==> src/rtl/mcycle_seq_pkg.sv <==
// Shared core encodings: multi-cycle op codes, sequencer states and ALU controls.
package mcycle_seq_pkg;

  localparam logic [1:0] OP_MUL  = 2'b00;
  localparam logic [1:0] OP_MULU = 2'b01;
  localparam logic [1:0] OP_DIV  = 2'b10;
  localparam logic [1:0] OP_DIVU = 2'b11;

  localparam logic [1:0] ST_IDLE    = 2'b00;
  localparam logic [1:0] ST_COMPUTE = 2'b01;
  localparam logic [1:0] ST_FIXUP   = 2'b10;
  localparam logic [1:0] ST_DONE    = 2'b11;

  localparam logic [3:0] ALU_ADD = 4'b0000;
  localparam logic [3:0] ALU_SUB = 4'b0001;
  localparam logic [3:0] ALU_AND = 4'b0010;
  localparam logic [3:0] ALU_OR  = 4'b0011;
  localparam logic [3:0] ALU_XOR = 4'b0100;
  localparam logic [3:0] ALU_SLT = 4'b0101;

endpackage

==> src/rtl/mcycle_seq_if.sv <==
// Request/result bundle between the pipeline and the multi-cycle unit.
interface mcycle_seq_if #(
  parameter int WIDTH = 32
);
  logic             Start;
  logic [1:0]       MCycleOp;
  logic [WIDTH-1:0] Operand1;
  logic [WIDTH-1:0] Operand2;
  logic [WIDTH-1:0] Result1;
  logic [WIDTH-1:0] Result2;
  logic             Busy;
  logic             Done;

  modport master (
    output Start, MCycleOp, Operand1, Operand2,
    input  Result1, Result2, Busy, Done
  );

  modport slave (
    input  Start, MCycleOp, Operand1, Operand2,
    output Result1, Result2, Busy, Done
  );
endinterface

==> src/rtl/mcycle_seq_addsub33.sv <==
// WIDTH+1-bit adder/subtractor shared by the multiply and divide iterations.
module addsub33 #(
  parameter int WIDTH = 32
) (
  input  logic [WIDTH:0] a,
  input  logic [WIDTH:0] b,
  input  logic           sub,
  output logic [WIDTH:0] sum,
  output logic           carry
);
  logic [WIDTH:0] b_eff;

  // On subtract, carry set means a >= b (no borrow).
  assign b_eff = sub ? ~b : b;
  assign {carry, sum} = {1'b0, a} + {1'b0, b_eff} + {{(WIDTH+1){1'b0}}, sub};
endmodule

==> src/rtl/mcycle_seq.sv <==
// Multi-cycle multiply/divide sequencer: shift-add multiply, restoring divide,
// WIDTH iterations plus one sign-fixup cycle, identical latency for every op.
//
// state   | meaning
// IDLE    | waiting for Start
// COMPUTE | one multiply/divide iteration per cycle, WIDTH cycles
// FIXUP   | apply result signs and divide-by-zero override, register results
// DONE    | Done pulse; Start here chains straight into COMPUTE
module mcycle_seq
  import mcycle_seq_pkg::*;
#(
  parameter int WIDTH = 32
) (
  input logic         CLK,
  input logic         RESET,
  mcycle_seq_if.slave bus
);
  localparam int CNT_W = $clog2(WIDTH) + 1;

  logic [1:0]         state;
  logic [CNT_W-1:0]   iter_cnt;
  logic [WIDTH-1:0]   acc_hi;
  logic [WIDTH-1:0]   acc_lo;
  logic [WIDTH-1:0]   opnd_b;
  logic [WIDTH-1:0]   dividend_q;
  logic [1:0]         op_q;
  logic               neg_lo;
  logic               neg_hi;
  logic               div_zero;
  logic [WIDTH-1:0]   result1;
  logic [WIDTH-1:0]   result2;

  logic               start_acc;
  logic               is_div;
  logic               op_signed;
  logic               sign1;
  logic               sign2;
  logic [WIDTH-1:0]   abs1;
  logic [WIDTH-1:0]   abs2;
  logic [WIDTH-1:0]   trial;
  logic               shift_out;
  logic               commit;
  logic [WIDTH:0]     add_a;
  logic [WIDTH:0]     add_b;
  logic [WIDTH:0]     add_sum;
  logic               add_carry;
  logic [2*WIDTH-1:0] product;
  logic [2*WIDTH-1:0] product_fix;

  assign start_acc   = ((state == ST_IDLE) || (state == ST_DONE)) && bus.Start;
  assign bus.Busy    = (state == ST_COMPUTE) || (state == ST_FIXUP) || start_acc;
  assign bus.Done    = (state == ST_DONE);
  assign bus.Result1 = result1;
  assign bus.Result2 = result2;
  assign is_div      = op_q[1];

  // Most-negative operand maps to 2^(WIDTH-1), which is still representable unsigned.
  always_comb begin
    op_signed = ~bus.MCycleOp[0];
    sign1     = op_signed & bus.Operand1[WIDTH-1];
    sign2     = op_signed & bus.Operand2[WIDTH-1];
    abs1      = sign1 ? -bus.Operand1 : bus.Operand1;
    abs2      = sign2 ? -bus.Operand2 : bus.Operand2;
  end

  always_comb begin
    shift_out   = acc_hi[WIDTH-1];
    trial       = {acc_hi[WIDTH-2:0], acc_lo[WIDTH-1]};
    add_a       = is_div ? {1'b0, trial} : {1'b0, acc_hi};
    add_b       = (is_div || acc_lo[0]) ? {1'b0, opnd_b} : '0;
    commit      = shift_out | add_carry;
    product     = {acc_hi, acc_lo};
    product_fix = neg_lo ? -product : product;
  end

  addsub33 #(.WIDTH(WIDTH)) u_addsub (
    .a     (add_a),
    .b     (add_b),
    .sub   (is_div),
    .sum   (add_sum),
    .carry (add_carry)
  );

  always_ff @(posedge CLK) begin
    if (RESET) begin
      state      <= ST_IDLE;
      iter_cnt   <= '0;
      acc_hi     <= '0;
      acc_lo     <= '0;
      opnd_b     <= '0;
      dividend_q <= '0;
      op_q       <= '0;
      neg_lo     <= 1'b0;
      neg_hi     <= 1'b0;
      div_zero   <= 1'b0;
      result1    <= '0;
      result2    <= '0;
    end else begin
      case (state)
        ST_IDLE, ST_DONE: begin
          if (bus.Start) begin
            state      <= ST_COMPUTE;
            iter_cnt   <= CNT_W'(WIDTH - 1);
            acc_hi     <= '0;
            acc_lo     <= abs1;
            opnd_b     <= abs2;
            op_q       <= bus.MCycleOp;
            neg_lo     <= sign1 ^ sign2;
            neg_hi     <= sign1;
            div_zero   <= (bus.Operand2 == '0);
            dividend_q <= bus.Operand1;
          end else begin
            state <= ST_IDLE;
          end
        end
        ST_COMPUTE: begin
          if (is_div) begin
            acc_hi <= commit ? add_sum[WIDTH-1:0] : trial;
            acc_lo <= {acc_lo[WIDTH-2:0], commit};
          end else begin
            acc_hi <= add_sum[WIDTH:1];
            acc_lo <= {add_sum[0], acc_lo[WIDTH-1:1]};
          end
          if (iter_cnt == '0) state <= ST_FIXUP;
          else                iter_cnt <= iter_cnt - CNT_W'(1);
        end
        ST_FIXUP: begin
          state <= ST_DONE;
          if (!is_div) begin
            result1 <= product_fix[WIDTH-1:0];
            result2 <= product_fix[2*WIDTH-1:WIDTH];
          end else if (div_zero) begin
            result1 <= '1;
            result2 <= dividend_q;
          end else begin
            result1 <= neg_lo ? -acc_lo : acc_lo;
            result2 <= neg_hi ? -acc_hi : acc_hi;
          end
        end
        default: state <= ST_IDLE;
      endcase
    end
  end
endmodule

==> src/flat_wrapper.sv <==
// flat-port wrapper written by rule: the top's interface ports become plain ports
module mcycle_seq_flat import mcycle_seq_pkg::*;
#(
  parameter int WIDTH = 32
)
  (CLK, RESET, bus_Start, bus_MCycleOp, bus_Operand1, bus_Operand2, bus_Result1, bus_Result2, bus_Busy, bus_Done);
  mcycle_seq_if #(.WIDTH(WIDTH)) bus_i ();
  input logic CLK;
  input logic RESET;
  input wire logic [$bits(bus_i.Start)-1:0] bus_Start;
  input wire logic [$bits(bus_i.MCycleOp)-1:0] bus_MCycleOp;
  input wire logic [$bits(bus_i.Operand1)-1:0] bus_Operand1;
  input wire logic [$bits(bus_i.Operand2)-1:0] bus_Operand2;
  output wire logic [$bits(bus_i.Result1)-1:0] bus_Result1;
  output wire logic [$bits(bus_i.Result2)-1:0] bus_Result2;
  output wire logic [$bits(bus_i.Busy)-1:0] bus_Busy;
  output wire logic [$bits(bus_i.Done)-1:0] bus_Done;
  assign bus_i.Start = bus_Start;
  assign bus_i.MCycleOp = bus_MCycleOp;
  assign bus_i.Operand1 = bus_Operand1;
  assign bus_i.Operand2 = bus_Operand2;
  assign bus_Result1 = bus_i.Result1;
  assign bus_Result2 = bus_i.Result2;
  assign bus_Busy = bus_i.Busy;
  assign bus_Done = bus_i.Done;
  mcycle_seq #(.WIDTH(WIDTH)) u_core (.CLK(CLK), .RESET(RESET), .bus(bus_i));
endmodule
==> config.mk <==
export PLATFORM = sky130hd
export DESIGN_NAME = mcycle_seq_flat
export DESIGN_NICKNAME = d
export VERILOG_FILES = /design/src/rtl/mcycle_seq_pkg.sv /design/src/rtl/mcycle_seq_if.sv /design/src/rtl/mcycle_seq_addsub33.sv /design/src/rtl/mcycle_seq.sv /design/src/flat_wrapper.sv
export SDC_FILE = /design/constraint.sdc
export NUM_CORES = 1
export LEC_CHECK = 0
export CORE_MARGIN = 2
export CORE_UTILIZATION = 50
export DETAILED_ROUTE_END_ITERATION = 7
export PLACE_DENSITY_LB_ADDON = 0.12
export SLEW_MARGIN = 20
export SYNTH_ARGS = -nofsm -noshare
export SYNTH_HDL_FRONTEND = slang
export SYNTH_SLANG_ARGS = --single-unit
==> constraint.sdc <==
create_clock -name CLK -period 5.55 [get_ports CLK]
set_clock_uncertainty 0.1 [all_clocks]
set_input_delay 1.665 -clock CLK [delete_from_list [all_inputs] [get_ports CLK]]
set_output_delay 1.665 -clock CLK [all_outputs]
set_load 0.1 [all_outputs]
==> results of run 1 <==
[registers in the layout (all words and copies together) (netlist names)]
register	count
u_core.acc_hi	32
u_core.op_q	1
u_core.bus.Result1	32
u_core.bus.Result2	32
u_core.acc_lo	32
u_core.state	2
u_core.neg_hi	1
u_core.opnd_b	32
u_core.neg_lo	1
u_core.iter_cnt	6
u_core.div_zero	1
u_core.dividend_q	32
[critical path, delay by kind of cell]
kind	cells	cell delay [ns]
xor+xnor	1	0.13
buf+inv	1	0.49
compound gates	2	0.56
simple gates	5	2.02
[metal layers]
metal / global-route usage [%] / vias up / part of all wire (%)
li1: - / 6956 / -
met1: 39.0 / 6805 / 44
met2: 48.7 / 474 / 46
met3: 3.55 / 97 / 6.2
met4: 12.1 / 0 / 4.0
met5: 0 / - / 0
[worst paths after layout]
check / end / slack [ns] / startpoint
max: u_core.opnd_b[30]$_SDFFE_PP0P_ / 1.03 / bus_Operand2[4]
min: u_core.dividend_q[21]$_SDFFE_PP0P_ / 0.36 / u_core.dividend_q[21]$_SDFFE_PP0P_
max reg2reg: u_core.acc_hi[26]$_SDFFE_PP0P_ / 1.27 / u_core.op_q[1]$_SDFFE_PP0P_
min reg2reg: u_core.dividend_q[21]$_SDFFE_PP0P_ / 0.36 / u_core.dividend_q[21]$_SDFFE_PP0P_
[power by group through the flow]
stage	Clock [mW]	Combinational [mW]	Sequential, mW
global route	1.81	4.27	2.33
global placement	0	3.87	2.29
CTS	1.75	3.92	2.27
floorplan	0	2.31	2.85
detailed placement	0	3.90	2.30
finish	1.72	3.93	2.28
[placed cells by master, fill, tap and decap left out, drive strengths merged, types with 11 or more instances in the layout]
cell / n
nand2: 238
dfxtp: 204
nor2: 162
a21oi: 158
clkdlybuf4s50: 132
o21ai: 122
xnor2: 99
xor2: 72
mux2i: 70
a211oi: 70
mux2: 58
inv: 44
ha: 40
nor3: 35
o211ai: 35
clkbuf: 34
a22oi: 28
o31ai: 27
buf: 25
nand2b: 23
nor4: 21
or4: 21
nand3: 20
o22ai: 18
o41ai: 17
or3: 16
nor2b: 15
o21a: 14
a311oi: 13
and3: 11
and2: 11
[metrics by stage]
| stage | utilization (%) | area (um2) | instances | setup WS (ns) |
|---|---|---|---|---|
| 2_1_floorplan | - | 14700 | 1932 | 1.31 |
| 3_3_place_gp | 55.8 | 16100 | 2304 | 0.643 |
| 3_5_place_dp | 55.8 | 16100 | 2304 | 0.556 |
| 4_1_cts | 58.8 | 17000 | 2347 | 1.10 |
| 5_1_grt | 58.8 | 17000 | 2347 | 0.887 |
| 6_report | 58.8 | 17000 | 2347 | 1.03 |
[logic make-up (layout without fill, tap and decap cells)]
kind of cell / Yosys count / in the layout / share of synthesized area, %
buffers and inverters: 212 / 243 / 5.55
xor gates and xnor gates: 171 / 171 / 10.2
DFF: 204 / 204 / 27.7
AOI/OAI and AO/OA: 565 / 565 / 24.6
adders and majority gates: 41 / 41 / 3.53
and+or+nand+nor: 611 / 611 / 19.2
muxes: 128 / 128 / 9.19
[final cells by class]
type | instances | area [um2] | area share (%)
Clock buffer | 34 | 729 | 4.30
Clock inverter | 9 | 130 | 0.767
Inverter | 43 | 161 | 0.952
Multi-Input combinational cell | 1516 | 9840 | 58.1
Sequential cell | 204 | 4090 | 24.1
Tap cell | 384 | 480 | 2.83
Timing Repair Buffer | 157 | 1520 | 8.97
==> summary.log, run 1 <==
qor: sta.tightest_slew 1.11 ns
qor: critical_path.worstPathRequired 5.90 ns
qor: die.die_h 176 um
qor: logic_synthesis.post_synth_main_area_contributors sky130_fd_sc_hd__dfxtp_1 (28%), sky130_fd_sc_hd__nand2_1 (6.1%), sky130_fd_sc_hd__xnor2_1 (5.9%)
qor: power_and_ir_drop.internal-power 4.15 mW
qor: power_and_ir_drop.vdd_ir_drop_max 0.000254 V
qor: clocking.ctsRootBufferMaster sky130_fd_sc_hd__clkbuf_16
qor: logic_synthesis.postSynthAreaPerCell 7.63 um2
qor: critical_path.timing.critical_path.from_type input pin
qor: logic_synthesis.postSynthRegisterBits 204
qor: clocking.clock_tree.buffer_depth 3
qor: placement.place_congestion 0.934
qor: layout.ratio_of_cells_with_drive_above_1_in_the_final_layout 7.85%
qor: detailed_routing.drt_pass_1_iters 5
qor: layout.num-nets-final 2057
qor: placement.buffer_ports.inserted 134
qor: grt.pin_count_of_the_biggest_net_entering_global_routing 78
qor: power_and_ir_drop.p_sw 3.79 mW
qor: grt.globalRoute.totalOverflow 0
qor: detailed_routing.routed_wirelength 46300 um
qor: die.pin_count 135
qor: logic_synthesis.number_of_flops_mapped_to_enable_cells_by_yosys 0
qor: placement.detailed_placement_wirelength_estimate 33900 um
qor: grt.first_global_vias 13400
qor: layout.total_inserted_antenna_cells 0
qor: die.rows 62
qor: logic_synthesis.synth.yosys.seq_area_share 27.7%
qor: clocking.cts_tree done
qor: logic_synthesis.postSynth.asyncResetShare 0%
qor: detailed_routing.detail_route.drc_violations 0
qor: layout.final.fill_count 2699
qor: clocking.clkSinkCount 204
qor: detailed_routing.routed_wire_length_per_instance 19.7 um
qor: power_and_ir_drop.switching_share 47.8%
qor: power_and_ir_drop.clockPowerShare 21.7%
qor: sta.finalHoldViolations 0
qor: worst_hold_path.worst_hold_path.num_cells 2
qor: detailed_routing.drt_via_density 6.11
qor: critical_path.crit_arrival 4.87 ns
qor: critical_path.setup.worst_path.class in -> reg
qor: sta.timing.setup.tns 0 ns
qor: logic_synthesis.ys_warn_count 0
qor: clocking.cts_inserted_buffers 25
qor: power_and_ir_drop.leakage 6.06 nW
qor: clocking.cts.hold.buffers_added 0
qor: sta.maxSlewViolCount 0
qor: grt.global_route.usage.total 29.4%
qor: critical_path.timing.critical_path.slowest_cell_delay 0.65 ns
qor: sta.grt_setup_unrepaired false
qor: grt.grt_antenna_before_repair 0
qor: status.status finished, final reports clean
qor: sta.max-slew-margin-rel 25.9%
qor: die.initial_core_utilization 51.1%
qor: critical_path.critical_path.endpoint_type register
qor: critical_path.rr_worst_depth 11
qor: logic_synthesis.area_share_of_the_leading_cell_type_in_the_synthesized_netlist 27.7%
qor: power_and_ir_drop.power.combinational.fraction 49.5%
qor: power_and_ir_drop.finalPower 7.94 mW
qor: logic_synthesis.yosys.cell_count.top_type sky130_fd_sc_hd__nand2_1
qor: sta.report.final.setup_viol 0
qor: sta.timing.final.crit_share 81.5%
qor: die.chipWidth 176 um
qor: critical_path.slowest_stage sky130_fd_sc_hd__nor4b_1
qor: logic_synthesis.netlist_area 14700 um2
qor: logic_synthesis.netlist_top_cells_count sky130_fd_sc_hd__nand2_1 (238), sky130_fd_sc_hd__dfxtp_1 (204), sky130_fd_sc_hd__nor2_1 (162)
qor: critical_path.worstPathCellList clkdlybuf4s50_1 -> or4_1 -> nor4b_1 -> and3_1 -> and2_1 -> nand3b_1 -> o41ai_1 -> xor2_1 -> a211oi_1
qor: detailed_routing.antenna_violating_nets_post_route 0
qor: clocking.clk_pin_slew_worst_paths 0.06 ns
qor: die.die-area 30900 um2
qor: critical_path.critical_path.max_fanout 7
qor: power_and_ir_drop.cellPowerDensity 468 nW/um2
qor: detailed_routing.drtIter0Drc 1157
qor: logic_synthesis.synth_area_leader_cell sky130_fd_sc_hd__dfxtp_1
qor: sta.fin_hold_ws 0.356 ns
qor: flow_run.maxCapViolations 0
qor: clocking.htreeDepth 1
qor: clocking.cts.repair_timing.setup_buffer_count 0
qor: clocking.worstSkewPairLatency 0.54 ns
qor: power_and_ir_drop.seqPwrFrac 28.7%
qor: sta.fin_crit 4.52 ns
qor: clocking.post_cts_resize_count 0
qor: die.total_core_area 28900 um2
qor: logic_synthesis.synthDistinctLibCells 71
qor: logic_synthesis.post_synthesis_instance_total 1932
qor: detailed_routing.dr_total_vias 14300
qor: sta.timing_limited_maximum_frequency 0.221 GHz
qor: worst_hold_path.path_type_of_the_worst_min_delay_path reg -> reg
qor: layout.area_delta_synth_final 15.1%
qor: logic_synthesis.prevailing_post_synth_register_cell sky130_fd_sc_hd__dfxtp_1
qor: logic_synthesis.syn_nets 2042
qor: grt.global_route_wire_length_before_repair 73300 um
(Power assumes the default switching activity.)
==> run 2: changes to the inputs <==
- clock period: 5.55 -> 4.4 ns (I/O delays scaled with it)
==> summary.log, run 2 (synthesis results as in run 1) <==
qor: layout.most_frequent_standard_cell_in_the_layout_excluding_fill_and_tap_cells sky130_fd_sc_hd__nand2_1
qor: power_and_ir_drop.internal-power 5.19 mW [+25%]
qor: die.chipWidth 176 um [unchanged]
qor: placement.place_congestion 0.949 [+1.6%]
qor: placement.buffer_ports.inserted 134 [unchanged]
qor: placement.placement.cell_area 16300 um2 [+1.4%]
qor: sta.report.final.setup_viol 0 [unchanged]
qor: power_and_ir_drop.switching_share 48.5% [+0.70 points]
qor: critical_path.worstPathRequired 4.72 ns [-1.18 ns]
qor: power_and_ir_drop.power.combinational.fraction 50.9% [+1.4 points]
qor: sta.maxSlewViolCount 0 [unchanged]
qor: layout.finish.instance_area 17200 um2 [+1.2%]
qor: layout.area_delta_synth_final 16.5%
qor: clocking.cts.hold.buffers_added 0 [unchanged]
qor: detailed_routing.routed_wirelength 47900 um [+3.5%]
qor: critical_path.startpoint u_core.acc_lo[0]$_SDFFE_PP0P_
qor: detailed_routing.antenna_violating_nets_post_route 0 [unchanged]
qor: die.total_core_area 28900 um2 [unchanged]
qor: die.die-area 30900 um2 [unchanged]
qor: worst_hold_path.worst_hold_path.endpoint u_core.dividend_q[20]$_SDFFE_PP0P_
qor: sta.grt_setup_unrepaired false
qor: sta.timing.final.crit_share 89.0%
qor: sta.timing_limited_maximum_frequency 0.255 GHz
qor: sta.fin_hold_ws 0.354 ns [-0.00162 ns]
qor: layout.finish.utilization 59.5% [+0.72 points]
qor: critical_path.crit_arrival 4.23 ns [-0.64 ns]
qor: clocking.clk_pin_slew_worst_paths 0.06 ns [about the same]
qor: clocking.ctsRootBufferMaster sky130_fd_sc_hd__clkbuf_16
qor: worst_hold_path.worst_hold_path.num_cells 2 [unchanged]
qor: sta.max-slew-margin-rel 30.5% [+4.6 points]
qor: clocking.cts_tree done
qor: die.die_h 176 um [unchanged]
qor: power_and_ir_drop.p_sw 4.88 mW [+29%]
qor: placement.detailed_placement_wirelength_estimate 34700 um [+2.5%]
qor: grt.grt_antenna_before_repair 0 [unchanged]
qor: clocking.post_cts_resize_count 0 [unchanged]
qor: power_and_ir_drop.seqPwrFrac 28.1% [-0.6 points]
qor: sta.fin_crit 3.92 ns
qor: detailed_routing.detail_route.drc_violations 0 [unchanged]
qor: sta.timing.setup.tns 0 ns [unchanged]
qor: grt.pin_count_of_the_biggest_net_entering_global_routing 168 [+120%]
qor: power_and_ir_drop.vdd_ir_drop_max 0.000346 V [+36%]
qor: worst_hold_path.path_type_of_the_worst_min_delay_path reg -> reg
qor: clocking.worstSkewPairLatency 0.55 ns [about the same]
qor: clocking.cts.repair_timing.setup_buffer_count 0 [unchanged]
qor: die.initial_core_utilization 51.1% [unchanged]
qor: power_and_ir_drop.leakage 6.18 nW [+2.1%]
qor: layout.layout_common_cells sky130_fd_sc_hd__nand2_1 (238), sky130_fd_sc_hd__dfxtp_1 (201), sky130_fd_sc_hd__nor2_1 (161)
qor: critical_path.critical_path.max_fanout 26 [+19]
qor: status.status finished, final reports clean
qor: worst_hold_path.worst_hold_startpoint u_core.dividend_q[20]$_SDFFE_PP0P_
qor: detailed_routing.drtIter0Drc 1263 [+9.2%]
qor: sta.tightest_slew 1.04 ns [-0.0693 ns]
qor: grt.first_global_vias 13600 [+1.2%]
qor: die.rows 62 [unchanged]
qor: grt.globalRoute.totalOverflow 0 [unchanged]
qor: die.pin_count 135 [unchanged]
qor: critical_path.timing.critical_path.from_type register
qor: layout.num-nets-final 2081 [+1.2%]
qor: critical_path.setup.worst_path.class reg -> reg
qor: critical_path.worstReg2RegStart u_core.acc_lo[0]$_SDFFE_PP0P_
qor: flow_run.maxCapViolations 0 [unchanged]
qor: clocking.clock_tree.buffer_depth 3 [unchanged]
qor: sta.postLayoutSetupSlackWorst 0.483 ns [-0.544 ns]
qor: detailed_routing.routed_wire_length_per_instance 20.2 um [+2.3%]
qor: grt.global_route.usage.total 30.3% [+0.87 points]
qor: layout.total_inserted_antenna_cells 0 [unchanged]
qor: critical_path.r2r-end u_core.acc_hi[9]$_SDFFE_PP0P_
qor: critical_path.regToRegSetupSlack 0.48 ns [-0.79 ns]
qor: clocking.cts_inserted_buffers 26 [+4.0%]
qor: placement.pre_cts_ws 0.0970 ns [-0.459 ns]
qor: placement.place_inst 2327 [+1.0%]
qor: power_and_ir_drop.clockPowerShare 21.0% [-0.7 points]
qor: layout.ratio_of_cells_with_drive_above_1_in_the_final_layout 9.19% [+1.3 points]
qor: power_and_ir_drop.cellPowerDensity 586 nW/um2 [+25%]
qor: clocking.htreeDepth 1 [unchanged]
qor: grt.global_route_wire_length_before_repair 74900 um [+2.2%]
qor: detailed_routing.drt_pass_1_iters 6 [+1]
qor: layout.layoutNonFillerInstCount 2375 [+1.2%]
qor: clocking.clkSinkCount 204 [unchanged]
qor: critical_path.critical_path.endpoint_type register
qor: power_and_ir_drop.finalPower 10.1 mW [+27%]
qor: sta.finalHoldViolations 0 [unchanged]
qor: detailed_routing.dr_total_vias 14600 [+1.8%]
qor: critical_path.rr_worst_depth 14 [+3]
qor: detailed_routing.drt_via_density 6.15 [+0.63%]
-- run 2: changes by cell type in the layout (fill, tap and decap cells not counted), moves of 2 or more --
cell | previous run | this run
sky130_fd_sc_hd__clkbuf_8 | 7 | 5
sky130_fd_sc_hd__buf_12 | 1 | 5
sky130_fd_sc_hd__clkinv_2 | 3 | 9
sky130_fd_sc_hd__clkinvlp_4 | 1 | 3
sky130_fd_sc_hd__bufinv_16 | 3 | 1
sky130_fd_sc_hd__buf_4 | 24 | 44
-- run 2: layer usage --
| metal | vias to the layer above | GRT usage [%] | share of wire, % |
|---|---|---|---|
| li1 | 7021 | - | - |
| met1 | 6930 | 39.6 | 44 |
| met2 | 554 | 49.9 | 46 |
| met3 | 90 | 4.24 | 6.3 |
| met4 | 0 | 13.2 | 4.4 |
| met5 | - | 0 | 0 |
-- run 2: layout make-up --
class                      instances  area [um2]
inverter                          43         161
tap                              384         480
sequential                       204        4090
fill                            2685       11700
clock buffer                      34         731
multi-input combinational       1516        9850
clock inverter                    14         114
timing repair buffer             180        1740
-- run 2: worst max path at each step --
stage	to	slack [ns]	cells after the start
CTS	u_core.acc_hi[26]$_SDFFE_PP0P_	0.56	14
global route	u_core.acc_hi[1]$_SDFFE_PP0P_	0.22	14
floorplan	u_core.acc_hi[26]$_SDFFE_PP0P_	0.16	15
global placement	u_core.acc_lo[28]$_SDFFE_PP0P_	0.13	9
finish	u_core.acc_hi[9]$_SDFFE_PP0P_	0.48	14
detailed placement	u_core.acc_lo[28]$_SDFFE_PP0P_	0.1	9
-- run 2: worst max-delay path, stage by stage, from the launching register on --
cell                       delay (ns)
sky130_fd_sc_hd__dfxtp_1         0.30
sky130_fd_sc_hd__inv_1           0.19
sky130_fd_sc_hd__nor2_1          0.14
sky130_fd_sc_hd__buf_4           0.23
sky130_fd_sc_hd__mux2_2          0.28
sky130_fd_sc_hd__ha_1            0.40
sky130_fd_sc_hd__a21oi_1         0.32
sky130_fd_sc_hd__o21ai_0         0.21
sky130_fd_sc_hd__a211oi_1        0.39
sky130_fd_sc_hd__nand4_1         0.24
sky130_fd_sc_hd__nand3_1         0.32
sky130_fd_sc_hd__nand2_1         0.11
sky130_fd_sc_hd__buf_4           0.24
sky130_fd_sc_hd__mux2i_1         0.17
sky130_fd_sc_hd__o221ai_1        0.13
-- run 2: power groups by stage --
stage	Sequential, mW	Combinational (mW)	Clock (mW)
floorplan	3.60	2.92	0
global placement	2.84	5.00	0
detailed placement	2.85	5.06	0
CTS	2.81	5.08	2.14
global route	2.88	5.53	2.22
finish	2.83	5.12	2.11
